**src/rtl/result_arb_pkg.sv**
```systemverilog
// Shared types and constants for the result write arbiter.
package result_arb_pkg;

    typedef enum logic [1:0] {
        S_IDLE  = 2'd0,
        S_ISSUE = 2'd1,
        S_GAP   = 2'd2
    } state_t;

    localparam int unsigned DEF_BUF_DEPTH = 20;
    localparam int unsigned OCC_W         = $clog2(DEF_BUF_DEPTH + 1);

    // Timestamp field inside a result word; carried through untouched.
    localparam int unsigned TS_LO = 16;
    localparam int unsigned TS_HI = 79;

    function automatic int unsigned occ_width(input int unsigned depth);
        return $clog2(depth + 1);
    endfunction

endpackage

```
**src/rtl/rr_arbiter.sv**
```systemverilog
// Combinational rotating-priority arbiter: first requester at or after ptr wins.
module rr_arbiter #(
    parameter int unsigned N     = 4,
    parameter int unsigned IDX_W = 2
) (
    input  logic [N-1:0]     req,
    input  logic [IDX_W-1:0] ptr,
    output logic [N-1:0]     grant,
    output logic [IDX_W-1:0] grant_idx
);

    always_comb begin
        int unsigned idx;
        logic        found;
        grant     = '0;
        grant_idx = '0;
        found     = 1'b0;
        idx       = 0;
        for (int unsigned k = 0; k < N; k++) begin
            idx = 32'(ptr) + k;
            if (idx >= N) idx = idx - N;
            if (!found && req[IDX_W'(idx)]) begin
                found                 = 1'b1;
                grant[IDX_W'(idx)]    = 1'b1;
                grant_idx             = IDX_W'(idx);
            end
        end
    end

endmodule

```
**src/rtl/result_write_arbiter.sv**
```systemverilog
// Arbitrates NUM_REQ producers onto one result buffer, pacing writes and tracking credits.
// Optional macro RESULT_ARB_PRIO0_EN gives requester 0 absolute priority.
module result_write_arbiter
    import result_arb_pkg::*;
#(
    parameter int unsigned NUM_REQ     = 4,
    parameter int unsigned RESULT_SIZE = 88,
    parameter int unsigned BUF_DEPTH   = 20,
    parameter int unsigned WRITE_GAP   = 3
) (
    input  logic                               clk,
    input  logic                               rst,
    input  logic [NUM_REQ-1:0]                 req_valid,
    input  logic [NUM_REQ*RESULT_SIZE-1:0]     req_data,
    output logic [NUM_REQ-1:0]                 req_ready,
    output logic [RESULT_SIZE-1:0]             buf_data,
    output logic                               buf_valid,
    input  logic                               buf_drain,
    output logic [$clog2(BUF_DEPTH+1)-1:0]     occupancy,
    output logic                               err_underflow
);

    localparam int unsigned IDX_W    = $clog2(NUM_REQ);
    localparam int unsigned OCC_WL   = occ_width(BUF_DEPTH);
    localparam int unsigned GAP_W    = $clog2(WRITE_GAP + 1);
    localparam int unsigned GAP_LOAD = (WRITE_GAP > 1) ? WRITE_GAP - 2 : 0;

    state_t                 state, state_nxt;
    logic [GAP_W-1:0]       gap_cnt, gap_nxt;
    logic [IDX_W-1:0]       ptr, ptr_nxt;
    logic [NUM_REQ-1:0]     arb_req, arb_grant, win_grant;
    logic [IDX_W-1:0]       arb_idx, win_idx;
    logic [RESULT_SIZE-1:0] win_data;
    logic [OCC_WL:0]        occ_plus;
    logic                   eligible;
    logic                   accept;

    rr_arbiter #(
        .N     (NUM_REQ),
        .IDX_W (IDX_W)
    ) u_rr (
        .req       (arb_req),
        .ptr       (ptr),
        .grant     (arb_grant),
        .grant_idx (arb_idx)
    );

    // Winner selection and next rotating pointer
    always_comb begin
        arb_req   = req_valid;
        win_grant = arb_grant;
        win_idx   = arb_idx;
        ptr_nxt   = ptr;
`ifdef RESULT_ARB_PRIO0_EN
        arb_req = req_valid & ~NUM_REQ'(1);
        if (req_valid[0]) begin
            win_grant = NUM_REQ'(1);
            win_idx   = '0;
        end
        if (win_idx == '0)
            ptr_nxt = ptr;
        else if (win_idx == IDX_W'(NUM_REQ - 1))
            ptr_nxt = IDX_W'(1);
        else
            ptr_nxt = win_idx + IDX_W'(1);
`else
        if (win_idx == IDX_W'(NUM_REQ - 1))
            ptr_nxt = '0;
        else
            ptr_nxt = win_idx + IDX_W'(1);
`endif
    end

    always_comb begin
        win_data = '0;
        for (int unsigned i = 0; i < NUM_REQ; i++) begin
            if (win_idx == IDX_W'(i)) win_data = req_data[i*RESULT_SIZE +: RESULT_SIZE];
        end
    end

    // An in-flight strobe already owns a buffer slot
    assign occ_plus = {1'b0, occupancy} + (OCC_WL+1)'(buf_valid);
    assign eligible = (|req_valid) && (occ_plus < (OCC_WL+1)'(BUF_DEPTH));

    always_comb begin
        state_nxt = state;
        gap_nxt   = gap_cnt;
        accept    = 1'b0;
        req_ready = '0;
        case (state)
            S_IDLE: begin
                if (eligible) begin
                    accept    = 1'b1;
                    req_ready = win_grant;
                    state_nxt = S_ISSUE;
                end
            end
            S_ISSUE: begin
                if (WRITE_GAP > 1) begin
                    gap_nxt   = GAP_W'(GAP_LOAD);
                    state_nxt = S_GAP;
                end else begin
                    state_nxt = S_IDLE;
                end
            end
            S_GAP: begin
                if (gap_cnt == '0)
                    state_nxt = S_IDLE;
                else
                    gap_nxt = gap_cnt - GAP_W'(1);
            end
            default: state_nxt = S_IDLE;
        endcase
    end

    always_ff @(posedge clk) begin
        if (rst) begin
            state         <= S_IDLE;
            gap_cnt       <= '0;
            ptr           <= '0;
            buf_valid     <= 1'b0;
            buf_data      <= '0;
            occupancy     <= '0;
            err_underflow <= 1'b0;
        end else begin
            state     <= state_nxt;
            gap_cnt   <= gap_nxt;
            buf_valid <= accept;
            if (accept) begin
                ptr      <= ptr_nxt;
                buf_data <= win_data;
            end
            if (buf_valid && !buf_drain)
                occupancy <= occupancy + OCC_WL'(1);
            else if (!buf_valid && buf_drain && occupancy != '0)
                occupancy <= occupancy - OCC_WL'(1);
            if (buf_drain && occupancy == '0)
                err_underflow <= 1'b1;
        end
    end

endmodule

```
**config.mk**
```make
export PLATFORM = sky130hd
export DESIGN_NAME = result_write_arbiter
export DESIGN_NICKNAME = d
export VERILOG_FILES = /design/src/rtl/result_arb_pkg.sv /design/src/rtl/rr_arbiter.sv /design/src/rtl/result_write_arbiter.sv
export SDC_FILE = /design/constraint.sdc
export NUM_CORES = 1
export LEC_CHECK = 0
export CORE_AREA = 10 10 169 171
export CTS_BUF_LIST = sky130_fd_sc_hd__clkbuf_8
export CTS_CLUSTER_SIZE = 28
export DETAILED_ROUTE_END_ITERATION = 8
export DIE_AREA = 0 0 179 181
export PLACE_DENSITY_LB_ADDON = 0.1
export RECOVER_POWER = 25
export SLEW_MARGIN = 0
export SYNTH_ARGS = -nofsm -noshare
export SYNTH_HDL_FRONTEND = slang
export SYNTH_SLANG_ARGS = --single-unit
```
**constraint.sdc**
```tcl
create_clock -name clk -period 3.9 [get_ports clk]
set_clock_uncertainty 0.05 [all_clocks]
set_input_delay 0.585 -clock clk [delete_from_list [all_inputs] [get_ports clk]]
set_output_delay 0.585 -clock clk [all_outputs]
set_load 0.02 [all_outputs]
```
# ---- After elaboration in Yosys (flattened, before gate mapping)
# Index checks and enable logic that the tools add are counted.
dict set report word_totals {
  regBits 101
  word_cells 117
}
dict set report op_classes {
  n_addsub 12
  order_cmp 13
  eq_ne 8
  muxes 47
  n_bitwise 3
  reduce_logical 27
}
# op count
set op_table {}
lappend op_table {{88-bit two-way mux} 4}
lappend op_table {{2-bit two-way mux} 12}
lappend op_table {{4-bit two-way mux} 6}
lappend op_table {{1-bit two-way mux} 13}
lappend op_table {{1-bit logical AND} 12}
lappend op_table {{2-bit by 3-bit less-than comparator with 1-bit output, second input constant} 4}
lappend op_table {{4-bit OR} 3}
lappend op_table {{5-bit two-way mux} 2}
lappend op_table {{2-bit by 1-bit subtractor with 2-bit output, second input constant} 5}
lappend op_table {{3-bit greater-or-equal comparator, second input constant} 3}
lappend op_table {{1-bit binary-select mux with 2-bit select} 4}
lappend op_table {{1-bit demux with 2-bit select} 4}
lappend op_table {{2-bit by 1-bit greater-or-equal comparator with 1-bit output, second input constant} 4}
lappend op_table {{2-bit by 2-bit adder with 3-bit output, second input constant} 2}
lappend op_table {{5-bit by 1-bit adder with 6-bit output} 1}
lappend op_table {{2-bit equality test, second input constant} 3}
lappend op_table {{2-bit zero test} 3}
lappend op_table {{6-bit by 5-bit less-than comparator with 1-bit output, second input constant} 1}
lappend op_table {{2-bit inequality test, second input constant} 3}
lappend op_table {{2-bit one-hot mux with 3 select lines} 1}
lappend op_table {{5-bit by 1-bit adder with 5-bit output, second input constant} 1}
lappend op_table {{1-bit zero test} 5}
lappend op_table {{5-bit zero test} 1}
lappend op_table {{5-bit nonzero test} 1}
lappend op_table {{9 further kinds} 12}

# ---- Logic depth before layout (Yosys ltp)
# Gate-level depths: netlist of run 1.
dict set report depth {
  word_depth 19
  ltp_mapped 18
  depth_no_buf 13
}

# ---- Cells and area by module
# From an unflattened synthesis of run 1, not the netlist that was laid out.
dict set report unflattened {
  hier_cells 849
  area_unflattened_um2 6562.5
}
# module n_inst cells_per_inst area_per_inst_um2 seq_area_each_um2
set by_module_without_submodules {}
lappend by_module_without_submodules {result_write_arbiter 1 801 6123.4 2021.9}
lappend by_module_without_submodules {rr_arbiter 1 48 439.2 0.0}

# ---- Worst setup path after synthesis of run 1
# No wires, ideal clock.
dict set report synth_timing {
  path_type {register to register}
  start {reg ptr[0]}
  end {reg buf_data[17]}
  arrival_time_ns 3.686
  path_slack_ns 0.079
  stages_incl_launch_ff 18
  n_path_buf 5
  path_cell_list {dfxtp_1 > buf_2 > inv_1 > ha_1 > mux4_2 > nor3_1 > inv_1 > o21a_1 > ha_1 > clkbuf_1 > nor2b_1 > clkbuf_1 > buf_2 > buf_1 > a221oi_1 > nor3_1 > a21oi_1 > a211oi_1}
}
dict set report synth_via {
  elab_chain_len 19
}
# item line_no
set synth_lines {}
lappend synth_lines {{start: declaration} result_write_arbiter.sv:30} ;# logic [IDX_W-1:0] ptr, ptr_nxt;
lappend synth_lines {{start signal: assignment} result_write_arbiter.sv:130} ;# ptr <= ptr_nxt;
lappend synth_lines {{parallel branches: the longest is 13 deep, another holds 2-bit by 1-bit adder with 3-bit output} --}
lappend synth_lines {{2-bit two-way mux *} rr_arbiter.sv:22} ;# if (!found && req[IDX_W'(idx)]) begin
lappend synth_lines {{2-bit zero test} result_write_arbiter.sv:77} ;# if (win_idx == IDX_W'(i)) win_data = req_data[i*RESULT_SIZE +: RESULT_SIZE];
lappend synth_lines {{88-bit two-way mux (3 in series)} result_write_arbiter.sv:77}
lappend synth_lines {{88-bit two-way mux *} result_write_arbiter.sv:77}
lappend synth_lines {{end signal: assignment} result_write_arbiter.sv:131} ;# buf_data <= win_data;
lappend synth_lines {{end: declaration} result_write_arbiter.sv:16} ;# output logic [RESULT_SIZE-1:0] buf_data,
# Mark *: on every way between the ends. The select of a mux whose other input is x is not followed.
# A chain may end at the register's enable or synchronous reset.

# ---- Final worst setup path of run 1
dict set report layout_timing {
  start {in req_valid[1]}
  end {out req_ready[3]}
}
dict set report layout_via {
  elab_chain_len 14
}
# item line_no
set layout_lines {}
lappend layout_lines {{start: declaration} result_write_arbiter.sv:13} ;# input logic [NUM_REQ-1:0] req_valid,
lappend layout_lines {{1-bit binary-select mux with 2-bit select} rr_arbiter.sv:22}
lappend layout_lines {{1-bit two-way mux (implied by the code)} rr_arbiter.sv:22}
lappend layout_lines {{1-bit two-way mux} rr_arbiter.sv:22}
lappend layout_lines {{1-bit zero test} rr_arbiter.sv:22}
lappend layout_lines {{1-bit logical AND} rr_arbiter.sv:22}
lappend layout_lines {{1-bit two-way mux} rr_arbiter.sv:22}
lappend layout_lines {{1-bit zero test} rr_arbiter.sv:22}
lappend layout_lines {{1-bit logical AND} rr_arbiter.sv:22}
lappend layout_lines {{1-bit two-way mux} rr_arbiter.sv:22}
lappend layout_lines {{1-bit zero test} rr_arbiter.sv:22}
lappend layout_lines {{1-bit logical AND} rr_arbiter.sv:22}
lappend layout_lines {{4-bit two-way mux} rr_arbiter.sv:22}
lappend layout_lines {{4-bit two-way mux *} result_write_arbiter.sv:92} ;# if (eligible) begin
lappend layout_lines {{4-bit two-way mux *} result_write_arbiter.sv:90} ;# case (state)
lappend layout_lines {{end: declaration} result_write_arbiter.sv:15} ;# output logic [NUM_REQ-1:0] req_ready,
# Mark *: on every way between the ends. The rest lies on a longest branch, timed or not. The select of a mux whose other input is x is not followed.

==> metrics.md, run 1 <==
| Metric | Value |
|---|---|
| Status | `complete, but fails checks` |
| Violations in the final reports | `capacitance limit, slew limit` |
| FMAX | `about 0.27 GHz` |
| Max-slew violations | `86` |
| Comb pwr share | `between 70% and 80%` |
| Synthesized area | `about 6500 sq um` |
| Psw | `4.25 mW` |
| Site Rows | `58` |
| Met2 GRT Util | `36.2%` |
| Crit path kind | `in -> out` |
| Sequential power share | `17.9%` |
| Switching Share | `46.3%` |
| PwrDens | `approximately 770 nW/um^2` |
| Flop2flop setup slack | `~0.45 ns` |
| Internal | `a little under 5 mW` |
| H-Tree Depth | `3` |
| HPWL Detailed | `27400 um` |
| CP Launch Type | `input pin` |
| Post-synth EDFFs | `0` |
| Clock power frac | `7.7%` |
| PostCTS Resize Cnt | `0` |
| I/O pins | `458` |
| Worst Path Required | `3.26 ns` |
| Hold Crit Depth | `2` |
| Peak VDD IR | `slightly below 400 uV` |
| R2R depth | `15` |
| Worst-Skew Late Latency | `around 0.38 ns` |
| Final setup fails | `0` |
| Wire per inst | `21.3 um` |
| Synth area leaders | `dfxtp_1, a221oi_1, a211oi_1` |
| Setup TNS | `0 ns` |
| Grt ovf | `0` |
| Antenna-violating nets left | `0` |
| Post-synth top cells | `a21oi_1, dfxtp_1, nor2_1, nor2b_1, nor3_1` |
| Unrepaired setup endpoints after global routing | `false` |
| Root buffer cell | `clkbuf_8` |
| Yosys top cell area share | `31.3%` |
| Worst Setup Slack, final | `0.194 ns` |
| Gr busiest metal | `met2` |
| Final GP Congestion | `roughly 0.84` |
| Nets | `between 1500 and 2000` |
| DR iter-0 viols | `approximately 270` |
| GR Util met3 | `7.57%` |
| Layout cells sized above 1 | `roughly 7.0%` |
| DRT Pass-1 Iters | `4` |
| Crit path arrival time | `3.07 ns` |
| Placed cells | `1590` |
| Drt total wl | `34300 um` |
| Initial cell density of the core | `25.8%` |
| Worst Setup SP | `req_valid[1]` |
| Tot Pwr | `9.19 mW` |
| Cell Count, Final, Fillers Out | `1610` |
| Actual slew at the worst max-slew pin | `2.01 ns` |
| Deepest clock path buffer count | `2` |
| Clock transition at path regs | `approximately 0.10 ns` |
| Place WS | `0.0628 ns` |
| Core Box Area | `roughly 25000 sq um` |
| Most frequent cell after synthesis | `a21oi_1` |
| Yosys reg bits | `101` |
| Drt drc | `0` |
| Post-layout minimum cycle time | `3.71 ns` |
| Postcts setup bufs | `0` |
| Max-cap violations | `1` |
| Multi-input logic area | `4080 sq um` |
| Static Leak | `4.46 nW` |
| Fillers | `2485` |
| Hold_sp | `buf_data[86]` |
| Die width | `179 um` |
| Avg Inst Size Synth | `7.75 sq um` |
| Syn nets | `1208` |
| Global-route wire length before repair | `~50000 um` |
| Critical R2R Capture | `buf_data[4]` |
| Final instance area | `12000 sq um` |
| Hold Path End | `buf_data[86]` |
| Final hold violation count | `0` |
| Die ar. | `32400 sq um` |
| Worst Hold Class | `reg -> reg` |
| Hold bufs inserted after CTS | `0` |
| DIE HEIGHT | `181 um` |
| Routing usage on met1 | `between 20% and 30%` |
| Post-synthesis sequential area ratio | `31.3%` |
| Yosys synthesis warning count | `0` |
| Initial antenna violation count | `5` |
| Via count | `approximately 8000` |
| CTS tree | `built` |
| IO Port Bufs | `between 400 and 500` |
| Area grow syn2layout | `85.7%` |
| Num CTS Buffers | `9` |
| Synth cell types | `37` |
| Share of flip-flops with an asynchronous set or reset | `0%` |
| CP max FO | `6` |
| Largest net degree at the start of global routing | `89` |
| Synth area leader | `dfxtp_1` |
| Critical path capture point type | `output port` |
| Reg2reg start | `ptr[0]` |
| Slew headroom | `-34.3%` |
| Vias per cell | `4.99` |
| Register Area | `2020 sq um` |
| Total clock sinks | `approximately 100` |
| Post-synth top flop | `dfxtp_1` |
| Post-Syn Instances | `833` |
| Vias in the first global route | `8201` |
| Final period util | `95.0%` |
| GRT Overall Usage | `20.1%` |
| Area post-placement | `approximately 12000 sq um` |
-- area by class of cell --
type | count | share of cell area [%]
well taps | 330 | 3.44
repair buffers | 519 | 43.8
flip-flops and latches | 101 | 16.9
inverters | 8 | 0.250
diodes | 4 | 0.0835
clock buffers | 9 | 1.03
multi-input cells | 632 | 34.0
clock inverters | 7 | 0.563
-- how the worst max path moves through the flow --
stage | to | depth (start not counted)
6_report | req_ready[3] | 8
5_1_grt | req_ready[2] | 9
4_1_cts | req_ready[3] | 9
3_5_place_dp | buf_data[75] | 14
3_3_place_gp | buf_data[81] | 14
2_1_floorplan | buf_data[17] | 17
-- worst max-delay path, stage by stage --
cell and delay, ns:
clkdlybuf4s50_1 0.49, mux4_2 0.51, nand2b_1 0.18, nor3_1 0.25
buf_4 0.18, a22oi_1 0.08, a21oi_1 0.17, clkdlybuf4s50_1 0.64
-- sequential cells by signal (all words and copies together) (netlist names) --
register       cells
occupancy          5
err_underflow      1
gap_cnt            2
buf_valid          1
buf_data          88
ptr                2
state              2
-- power by group through the flow --
stage,logic (mW),registers (mW),clock network (mW)
after floorplan,3.68,2.07,0
after global placement,6.94,1.66,0
after detailed placement,6.96,1.67,0
after CTS,6.99,1.65,0.745
after global routing,7.56,1.69,0.782
final,6.84,1.64,0.709
-- per-stage QoR --
stage	hold WS (ns)	utilization (%)
2_1_floorplan	0.428	-
3_3_place_gp	0.425	47.1
3_5_place_dp	0.420	47.1
4_1_cts	0.449	47.9
5_1_grt	0.468	47.9
6_report	0.444	47.9
-- layer usage --
layer,routed length (um),part of all wire [%]
met1,12700,37
met2,17500,51
met3,3490,10
met4,648,1.9
met5,13,0.038
-- layout by cell type, fill, tap and decap left out, types with 10 or more instances in the layout --
cell and instances:
clkdlybuf4s50_1 410, a221oi_1 88, buf_12 17, buf_4 45
dfxtp_1 101, a211oi_1 88, nor2_1 99, nor3_1 91
a21oi_1 103, ha_1 12, dlygate4sd3_1 46, inv_1 10
nor2b_1 91
-- cell families (layout without fill, tap and decap cells) --
logic type | count (synthesis) | after routing | synth area share (%)
DFF | 101 | 101 | 31.3
xor gates and xnor gates | 4 | 4 | 0.542
other | 0 | 4 | 0
and+or+nand+nor | 301 | 301 | 23.2
AOI/OAI and AO/OA | 301 | 301 | 33.1
adders and majority gates | 16 | 16 | 3.22
buffers and inverters | 100 | 543 | 6.26
muxes | 10 | 10 | 2.38
No activity file was read; power rests on OpenSTA's default activity.
==> run 2, diff against run 1 <==
- CTS_BUF_LIST: sky130_fd_sc_hd__clkbuf_8 -> sky130_fd_sc_hd__clkbuf_16
- TNS_END_PERCENT: default -> 20
==> run 2 against run 1 <==
Effect of this change:
- the flow still finishes with violations (capacitance limit, slew limit)
- power is 2.5% higher
- die area unchanged
- critical endpoint unchanged
- final cell count is the same
- critical path depth unchanged
- maximum frequency is essentially flat
- first-iteration DRC count increased by 2.6%
- sequential share of layout area down 0.14 points
- worst setup slack worse by 0.0032 ns
- hold slack got worse by 0.0077 ns
- routed wire length is essentially flat
- non-clock buffer count did not move
==> metrics.md, run 2 (same netlist as run 1, synthesis figures left out) <==
| Metric | Value |
|---|---|
| Max-cap violations | `1` |
| CP max FO | `6` |
| R2R depth | `15` |
| Crit path kind | `in -> out` |
| Violations in the final reports | `capacitance limit, slew limit` |
| Critical path capture point type | `output port` |
| Worst Path Required | `3.26 ns` |
| Hold_sp | `buf_data[86]` |
| DR iter-0 viols | `272` |
| I/O pins | `between 400 and 500` |
| Area grow syn2layout | `87.2%` |
| CP Launch Type | `input pin` |
| Worst Path Buf+Inv | `3` |
| Root buffer cell | `clkbuf_16` |
| Biggest register | `buf_data` |
| Reg2reg start | `ptr[0]` |
| Max FFs per register | `88` |
| Drt total wl | `34400 um` |
| Final period util | `95.1%` |
| Nets | `1646` |
| Total clock sinks | `101` |
| Site Rows | `a little under 60` |
| Initial cell density of the core | `25.8%` |
| GRT Overall Usage | `20.1%` |
| Worst-Skew Late Latency | `0.35 ns` |
| Flop2flop setup slack | `0.45 ns` |
| Wire per inst | `21.3 um` |
| Fin util | `48.3%` |
| CTS tree | `built` |
| Max-slew violations | `between 80 and 90` |
| Core Box Area | `approximately 25000 sq um` |
| DIE HEIGHT | `181 um` |
| Slew headroom | `-36.0%` |
| Post-layout minimum cycle time | `between 3 and 4 ns` |
| Clock transition at path regs | `0.07 ns` |
| Register Area | `2020 sq um` |
| CP peak stage delay | `0.64 ns` |
| Multi-input logic area | `between 4000 and 5000 sq um` |
| Peak VDD IR | `399 uV` |
| Deepest clock path buffer count | `2` |
| PostCTS Resize Cnt | `0` |
| Postcts setup bufs | `0` |
| Hold Crit Depth | `2` |
| Hold bufs inserted after CTS | `0` |
| FMAX | `0.270 GHz` |
| Worst Hold Class | `reg -> reg` |
| Final setup fails | `0` |
| PwrDens | `779 nW/um^2` |
| Die width | `179 um` |
| Status | `complete, but fails checks` |
| Via count | `8008` |
| Worst path slowest cell | `clkdlybuf4s50_1` |
| Biggest regs | `buf_data (88), occupancy (5)` |
| Final hold violation count | `0` |
| Unrepaired setup endpoints after global routing | `false` |
| H-Tree Depth | `3` |
| Global-route wire length before repair | `50300 um` |
| Family with the most delay on the worst path | `buffers and inverters` |
| Actual slew at the worst max-slew pin | `2.04 ns` |
| IO Port Bufs | `457` |
| Largest net degree at the start of global routing | `89` |
| Hold Path End | `buf_data[86]` |
| Final GP Congestion | `0.844` |
| Drt drc | `0` |
| Initial antenna violation count | `5` |
| Final Hold Slack | `roughly 0.44 ns` |
| Vias in the first global route | `8230` |
| Num CTS Buffers | `9` |
| Vias per cell | `4.97` |
| Critical R2R Capture | `buf_data[4]` |
| Die ar. | `32400 sq um` |
| Commonest non-fill, non-tap cells in the layout | `clkdlybuf4s50_1, a21oi_1, dfxtp_1` |
| Fillers | `about 2500` |
| Grt ovf | `0` |
| DRT Pass-1 Iters | `4` |
| Crit path arrival time | `just over 3 ns` |
| Critical Path, Cell by Cell | `clkdlybuf4s50_1 > mux4_2 > nand2b_1 > nor3_1 > buf_4 > a22oi_1 > a21oi_1 > clkdlybuf4s50_1` |
| Commonest non-fill, non-tap cell in the layout | `clkdlybuf4s50_1` |
| Layout cells sized above 1 | `6.97%` |
| Antenna-violating nets left | `0` |
| Static Leak | `4.51 nW` |
| Crit-path most repeated cell | `clkdlybuf4s50_1` |
| HPWL Detailed | `between 20000 and 30000 um` |
| Setup TNS | `0 ns` |
-- run 2: cell count changes in the layout (fill, tap and decap cells not counted) --
cell       change
clkbuf_16      +9
clkbuf_8       -9
-- run 2: routing by layer --
layer | share of wire (%) | routed length, um | track usage, % | vias up
li1 | - | - | - | 4045
met1 | 37 | 12800 | 21.0 | 3601
met2 | 51 | 17500 | 36.3 | 323
met3 | 10 | 3440 | 7.57 | 37
met4 | 1.9 | 643 | 6.05 | 2
met5 | 0.038 | 13 | 0 | -
-- run 2: report_power, final --
group / total (mW) / switching (mW) / internal (mW)
clock: 0.934 / 0.437 / 0.497
combinational: 6.85 / 3.62 / 3.23
sequential: 1.64 / 0.223 / 1.42
total: 9.42 / 4.28 / 5.14
-- run 2: worst reg2reg max path, cell delays in order, from the launching register on --
cell	delay, ns
dfxtp_1	0.33
inv_1	0.11
ha_1	0.41
mux4_2	0.33
buf_4	0.16
nor3_1	0.25
inv_1	0.09
o21a_1	0.22
ha_4	0.20
nor2b_4	0.19
buf_12	0.23
buf_4	0.21
a221oi_1	0.08
nor3_1	0.21
a21oi_1	0.07
a211oi_1	0.22
-- run 2: layout make-up --
cell class / count / share of cell area (%)
Sequential cell: 101 / 16.7
Clock buffer: 9 / 1.86
Tap cell: 330 / 3.41
Multi-Input combinational cell: 632 / 33.7
Antenna cell: 4 / 0.0828
Clock inverter: 7 / 0.559
Timing Repair Buffer: 519 / 43.4
Inverter: 8 / 0.248
-- run 2: worst max path at each step --
stage | from | depth (start not counted) | slack [ns] | endpoint
after detailed placement | req_valid[1] | 14 | 0.06 | buf_data[75]
after floorplan | ptr[0] | 17 | 0.08 | buf_data[17]
after CTS | req_valid[1] | 8 | 0.20 | req_ready[3]
after global routing | req_valid[1] | 8 | 0.06 | req_ready[2]
after global placement | req_valid[0] | 14 | 0.13 | buf_data[81]
final | req_valid[1] | 8 | 0.19 | req_ready[3]
-- run 2: per-stage QoR --
step                cells  setup WS, ns  instance area, sq um  power [mW]
finish               1610         0.191                 12100        9.42
global route         1610        0.0634                 12100        10.3
CTS                  1606         0.204                 12100        9.62
detailed placement   1590        0.0628                 11800        8.63
global placement     1590         0.131                 11800        8.60
floorplan             833        0.0789                  6460        5.75
